==> src/rtl/rv32i_types.sv <==
// Shared RV32I decode types; the load/store unit's FSM state and lane helpers live here too.
package rv32i_types;

  typedef enum logic [2:0] {
    F3_LB  = 3'b000,
    F3_LH  = 3'b001,
    F3_LW  = 3'b010,
    F3_LBU = 3'b100,
    F3_LHU = 3'b101
  } load_funct3_t;

  typedef enum logic [2:0] {
    F3_SB = 3'b000,
    F3_SH = 3'b001,
    F3_SW = 3'b010
  } store_funct3_t;

  typedef enum logic [1:0] {
    LSU_IDLE   = 2'd0,
    LSU_ACCESS = 2'd1,
    LSU_DONE   = 2'd2
  } lsu_state_t;

  // Undefined store widths behave as sw.
  function automatic logic [3:0] store_mask(input logic [2:0] f3, input logic [1:0] off);
    case (f3)
      F3_SB:   store_mask = 4'b0001 << off;
      F3_SH:   store_mask = 4'b0011 << {off[1], 1'b0};
      default: store_mask = 4'b1111;
    endcase
  endfunction

  function automatic logic [31:0] store_data(input logic [2:0] f3, input logic [31:0] rs2);
    case (f3)
      F3_SB:   store_data = {4{rs2[7:0]}};
      F3_SH:   store_data = {2{rs2[15:0]}};
      default: store_data = rs2;
    endcase
  endfunction

  function automatic logic misaligned_access(input logic is_store, input logic [2:0] f3,
                                             input logic [1:0] off);
    if (is_store) begin
      case (f3)
        F3_SB:   misaligned_access = 1'b0;
        F3_SH:   misaligned_access = off[0];
        default: misaligned_access = |off;
      endcase
    end else begin
      case (f3)
        F3_LB, F3_LBU: misaligned_access = 1'b0;
        F3_LH, F3_LHU: misaligned_access = off[0];
        default:       misaligned_access = |off;
      endcase
    end
  endfunction

endpackage

==> src/rtl/mem_stage_lsu_load_align.sv <==
// Load data alignment: picks the addressed byte/half out of the memory word and extends it.
module lsu_load_align
  import rv32i_types::*;
(
  input  logic [31:0] rdata,
  input  logic [1:0]  off,
  input  logic [2:0]  funct3,
  output logic [31:0] data
);

  logic [31:0] shifted;
  logic [7:0]  byte_sel;
  logic [15:0] half_sel;

  always_comb begin
    shifted  = rdata >> {off, 3'b000};
    byte_sel = shifted[7:0];
    half_sel = off[1] ? rdata[31:16] : rdata[15:0];
    case (funct3)
      F3_LB:   data = {{24{byte_sel[7]}}, byte_sel};
      F3_LBU:  data = {24'd0, byte_sel};
      F3_LH:   data = {{16{half_sel[15]}}, half_sel};
      F3_LHU:  data = {16'd0, half_sel};
      default: data = rdata;
    endcase
  end

endmodule

==> src/rtl/mem_stage_lsu.sv <==
// MEM-stage load/store unit: one request/response memory access per instruction, stalls until done.
// Optional LSU_MISALIGN_TRAP_EN: misaligned half/word accesses skip memory and flag misaligned.
module mem_stage_lsu
  import rv32i_types::*;
#(
  parameter int ADDR_W = 32
) (
  input  logic              clk,
  input  logic              rst,
  input  logic              req_read,
  input  logic              req_write,
  input  logic [ADDR_W-1:0] req_addr,
  input  logic [31:0]       req_wdata,
  input  logic [2:0]        req_funct3,
  input  logic              advance,
  input  logic              flush,
  output logic              dmem_read,
  output logic              dmem_write,
  output logic [ADDR_W-1:0] dmem_addr,
  output logic [31:0]       dmem_wdata,
  output logic [3:0]        dmem_wmask,
  input  logic [31:0]       dmem_rdata,
  input  logic              dmem_resp,
  output logic [31:0]       load_data,
  output logic              stall,
  output logic              misaligned
);

  lsu_state_t        state_q, state_d;
  logic              dmem_read_q, dmem_read_d;
  logic              dmem_write_q, dmem_write_d;
  logic [ADDR_W-1:0] dmem_addr_q, dmem_addr_d;
  logic [31:0]       dmem_wdata_q, dmem_wdata_d;
  logic [3:0]        dmem_wmask_q, dmem_wmask_d;
  logic [1:0]        off_q, off_d;
  logic [2:0]        funct3_q, funct3_d;
  logic              kill_q, kill_d;
  logic [31:0]       load_data_q, load_data_d;
  logic              misaligned_q, misaligned_d;

  logic              accept;
  logic              trap;
  logic [31:0]       aligned_data;

  lsu_load_align u_align (
    .rdata  (dmem_rdata),
    .off    (off_q),
    .funct3 (funct3_q),
    .data   (aligned_data)
  );

  assign accept = (req_read | req_write) & ~flush;
`ifdef LSU_MISALIGN_TRAP_EN
  assign trap = misaligned_access(req_write, req_funct3, req_addr[1:0]);
`else
  assign trap = 1'b0;
`endif

  always_comb begin
    state_d      = state_q;
    dmem_read_d  = dmem_read_q;
    dmem_write_d = dmem_write_q;
    dmem_addr_d  = dmem_addr_q;
    dmem_wdata_d = dmem_wdata_q;
    dmem_wmask_d = dmem_wmask_q;
    off_d        = off_q;
    funct3_d     = funct3_q;
    kill_d       = kill_q;
    load_data_d  = load_data_q;
    misaligned_d = misaligned_q;
    case (state_q)
      LSU_IDLE: begin
        if (accept) begin
          off_d    = req_addr[1:0];
          funct3_d = req_funct3;
          kill_d   = 1'b0;
          if (trap) begin
            state_d      = LSU_DONE;
            misaligned_d = 1'b1;
            load_data_d  = 32'd0;
          end else begin
            // Write wins when both strobes arrive together.
            state_d      = LSU_ACCESS;
            dmem_write_d = req_write;
            dmem_read_d  = ~req_write;
            dmem_addr_d  = {req_addr[ADDR_W-1:2], 2'b00};
            dmem_wmask_d = req_write ? store_mask(req_funct3, req_addr[1:0]) : 4'b0000;
            dmem_wdata_d = store_data(req_funct3, req_wdata);
          end
        end
      end
      LSU_ACCESS: begin
        // The bus handshake cannot be aborted, so a flush only marks the result as dead.
        if (flush) kill_d = 1'b1;
        if (dmem_resp) begin
          dmem_read_d  = 1'b0;
          dmem_write_d = 1'b0;
          if (kill_q | flush) begin
            state_d = LSU_IDLE;
          end else begin
            state_d = LSU_DONE;
            if (dmem_read_q) load_data_d = aligned_data;
          end
        end
      end
      LSU_DONE: begin
        if (advance | flush) begin
          state_d      = LSU_IDLE;
          misaligned_d = 1'b0;
        end
      end
      default: state_d = LSU_IDLE;
    endcase
  end

  always_ff @(posedge clk) begin
    if (rst) begin
      state_q      <= LSU_IDLE;
      dmem_read_q  <= 1'b0;
      dmem_write_q <= 1'b0;
      dmem_addr_q  <= '0;
      dmem_wdata_q <= 32'd0;
      dmem_wmask_q <= 4'd0;
      off_q        <= 2'd0;
      funct3_q     <= 3'd0;
      kill_q       <= 1'b0;
      load_data_q  <= 32'd0;
      misaligned_q <= 1'b0;
    end else begin
      state_q      <= state_d;
      dmem_read_q  <= dmem_read_d;
      dmem_write_q <= dmem_write_d;
      dmem_addr_q  <= dmem_addr_d;
      dmem_wdata_q <= dmem_wdata_d;
      dmem_wmask_q <= dmem_wmask_d;
      off_q        <= off_d;
      funct3_q     <= funct3_d;
      kill_q       <= kill_d;
      load_data_q  <= load_data_d;
      misaligned_q <= misaligned_d;
    end
  end

  assign stall      = ~rst & (((state_q == LSU_IDLE) & accept) | (state_q == LSU_ACCESS));
  assign dmem_read  = dmem_read_q;
  assign dmem_write = dmem_write_q;
  assign dmem_addr  = dmem_addr_q;
  assign dmem_wdata = dmem_wdata_q;
  assign dmem_wmask = dmem_wmask_q;
  assign load_data  = load_data_q;
  assign misaligned = misaligned_q;

endmodule

==> config.mk <==
export PLATFORM = sky130hd
export DESIGN_NAME = mem_stage_lsu
export DESIGN_NICKNAME = d
export VERILOG_FILES = /design/src/rtl/rv32i_types.sv /design/src/rtl/mem_stage_lsu_load_align.sv /design/src/rtl/mem_stage_lsu.sv
export SDC_FILE = /design/constraint.sdc
export NUM_CORES = 1
export LEC_CHECK = 0
export CAP_MARGIN = 20
export CORE_MARGIN = 2
export CORE_UTILIZATION = 44
export CTS_BUF_LIST = sky130_fd_sc_hd__clkbuf_4
export CTS_CLUSTER_DIAMETER = 40
export DETAILED_ROUTE_END_ITERATION = 12
export HOLD_SLACK_MARGIN = 0.03
export PLACE_DENSITY = 0.83
export SLEW_MARGIN = 25
export SYNTH_ARGS = -nofsm -noshare
export SYNTH_HDL_FRONTEND = slang
export SYNTH_SLANG_ARGS = --single-unit
==> constraint.sdc <==
create_clock -name clk -period 2.88 [get_ports clk]
set_clock_uncertainty 0.1 [all_clocks]
set_input_delay 0.864 -clock clk [delete_from_list [all_inputs] [get_ports clk]]
set_output_delay 0.864 -clock clk [all_outputs]
set_load 0.05 [all_outputs]
==> results.md <==
- Largest net degree at the start of global routing: 90
- Yosys reg bits: ~110
- Asr flop ratio synth: 0%
- Grt total ovfl: 0
- Final Hold Viols: 0
- RSZ-0062 raised after global routing: no
- I/O pins: 210
- Vias in the first global route: 4669
- FF-to-FF setup slack: ~0.81 ns
- Die height: between 100 and 150 µm
- Clock transition at path regs: approximately 0.15 ns
- Reg power frac: 49.7%
- Initial antenna violation count: 0
- Largest cells by area after synthesis: dfxtp_1 (45%), nand2_1 (11%), a21oi_1 (8.5%)
- Row count: 38
- DIE WIDTH: between 100 and 150 µm
- CP startpoint: flush
- Cell taking the most area after synthesis: dfxtp_1
- Leak: 2.53 nW
- Initial Utilization: between 40% and 50%
- RePlAce Congestion: between 0.8 and 0.9
- Clock share of power: a little under a quarter
- Share of layout cells above drive strength 1: 6.13%
- Synth top cells by count: nand2_1 (137), dfxtp_1 (108), a21oi_1 (81)
- H-tree levels: 3
- Setup CP Type: input pin to primary output
- Yosys warns: 0
- First-pass GRT wire length: ~23000 µm
- Synth cell types: between 40 and 50
- Count leader, synth: nand2_1
- Post-layout nets: between 800 and 900
- Final non-filler cell area: 7100 µm²
- Relative slew slack: 57.2%
- Mean Syn Cell Area: approximately 8.1 µm²
- Pwr dens: 459 nW/µm²
- Worst r2r src: state_q[0]
- Final ANT Viol Nets: 0
- Post-DP Area: just under 7000 µm²
- Max rail drop VDD: around 290 µV
- Hold Crit Class: flop to flop
- Post-synth EDFFs: 0
- CP required: approximately 1.9 ns
- Switching Share: 32.6%
- Crit path max fanout: 2
- Post-route setup TNS: 0 ns
- Clock Sinks: between 100 and 150
- Cts bufs inserted: 9
- Remaining DRCs: 0
- Switching power: between 1 and 1.5 mW
- Highest clock rate: ~0.35 GHz
- Worst skew pair latency: about 0.44 ns
- Syn Inst Count: around 590
- Logic pwr share: between 20% and 30%
- Startpoint types: input pin
- Area grow syn2layout: 48.3%
- Placed Cells: roughly 900
- Total die area: between 10000 and 15000 µm²
- Total GRT Usage: about a quarter
- I/O Buffers: a little over 200
- Fin crit share: 98.9%
- Top cell type's share of synthesized area: 45.2%
- Final HPWL DP: 11100 µm
- Slew Limit Fails: 0
- Dominant synthesized flop cell: dfxtp_1
- Worst slew pin tran: between 0.6 and 0.7 ns
- Initial DRT Pass Iterations: 9
- Final cell count without fillers: 923
- Power Internal: 2.20 mW
- Clock Tree Root: clkbuf_4
- CTS Buffer Depth: 2
- Crit path time final: roughly 2.8 ns
- Final setup fails: 0
- Worst Hold Launch: load_data[12]
- Max cap viols: 0
- Initial DRC Count: roughly 290
- Critical path arrival: about 1.9 ns
- Core Area: between 10000 and 15000 µm²
- Outcome: finished clean
- DR WL/cell: approximately 16 µm
- Sequential area share after synthesis: between 40% and 50%
- Routed wire length: approximately 15000 µm
- TritonCTS clock tree: built
- Vias: approximately 5000
- Via density: ~5.4
- Critical Path Sink Type: primary output
- Synthesized cell area: 4790 µm²
- # diodes: 0
==> worst max-delay path, stage by stage <==
cell           delay, ns
dlygate4sd2_1       0.25
or4_4               0.44
a21oi_4             0.17
buf_12              0.15
==> placed cells by master (no fill, tap or decap), types with 2 or more instances in the layout <==
cell type / instances
inv_1: 7
conb_1: 3
o22ai_1: 8
buf_4: 16
nand2b_1: 4
o21ai_0: 23
clkdlybuf4s50_1: 201
buf_2: 3
or2_2: 2
and3_1: 7
a211o_1: 6
o211ai_1: 8
nand2_1: 137
dfxtp_1: 108
o21bai_1: 8
a21oi_1: 80
nand3_1: 4
nor2_1: 47
clkbuf_4: 10
clkinvlp_4: 2
nor2b_1: 10
a21boi_0: 2
mux2i_1: 29
a211oi_1: 21
a311oi_1: 8
o41ai_1: 2
buf_12: 3
==> path summary, 6_finish.rpt <==
path	cells after the start	end
min reg2reg	2	load_data[12]
min	2	load_data[12]
max	4	stall
max reg2reg	5	dmem_read
==> sequential cells by signal (all words and copies together), names as in the netlist <==
name        cells
dmem_wdata     32
dmem_wmask      4
dmem_read       1
funct3_q        3
state_q         2
kill_q          1
dmem_write      1
dmem_addr      30
load_data      32
off_q           2
==> layout make-up <==
cell class	instances	area (µm²)
fill	916	3650
multi-input combinational	429	2390
timing repair buffer	224	2220
sequential	108	2160
tap	140	175
clock buffer	10	75.1
clock inverter	5	53.8
inverter	7	26.3
==> routing by layer <==
| metal | GRT usage (%) | up-vias | routed length (µm) |
|---|---|---|---|
| met5 | 0 | - | 0 |
| met4 | 10.2 | 0 | 460 |
| met3 | 8.14 | 31 | 1460 |
| met2 | 42.7 | 241 | 7200 |
| met1 | 29.9 | 2293 | 5870 |
| li1 | - | 2412 | - |
==> power groups by stage <==
stage | clock, mW | combinational [mW] | sequential (mW)
4_1_cts | 0.762 | 0.896 | 1.62
3_3_place_gp | 0 | 0.878 | 1.65
3_5_place_dp | 0 | 0.891 | 1.65
2_1_floorplan | 0 | 0.298 | 1.87
5_1_grt | 0.824 | 0.949 | 1.63
6_report | 0.743 | 0.895 | 1.62
==> kinds of logic after synthesis <==
kind of cell	after synthesis	synth area share [%]
buffers and inverters	57	5.41
other	1	0.0783
AND/OR/NAND/NOR	221	20.2
flip-flops	108	45.2
AO/OA/AOI/OAI	175	22.9
multiplexers	30	6.30
==> stage by stage <==
step | worst slack, ns | power, mW | hold WS (ns) | util (%)
final | 0.0325 | 3.26 | 0.366 | 66.1
after global routing | 0.00999 | 3.40 | 0.391 | 66.1
after CTS | 0.00791 | 3.28 | 0.369 | 66.1
after detailed placement | -0.253 | 2.54 | 0.348 | 64.8
after global placement | -0.228 | 2.52 | 0.341 | 64.8
after floorplan | -0.0320 | 2.17 | 0.357 | -
==> repair_timing <==
action | 4_1_cts | 5_1_grt
setup endpoints to repair | 1 | 1
setup buffers | 2 | 0
gates resized for setup | 10 | 0
pin swaps | 3 | 1
hold buffers | 0 | 0
(Power assumes the default switching activity.)
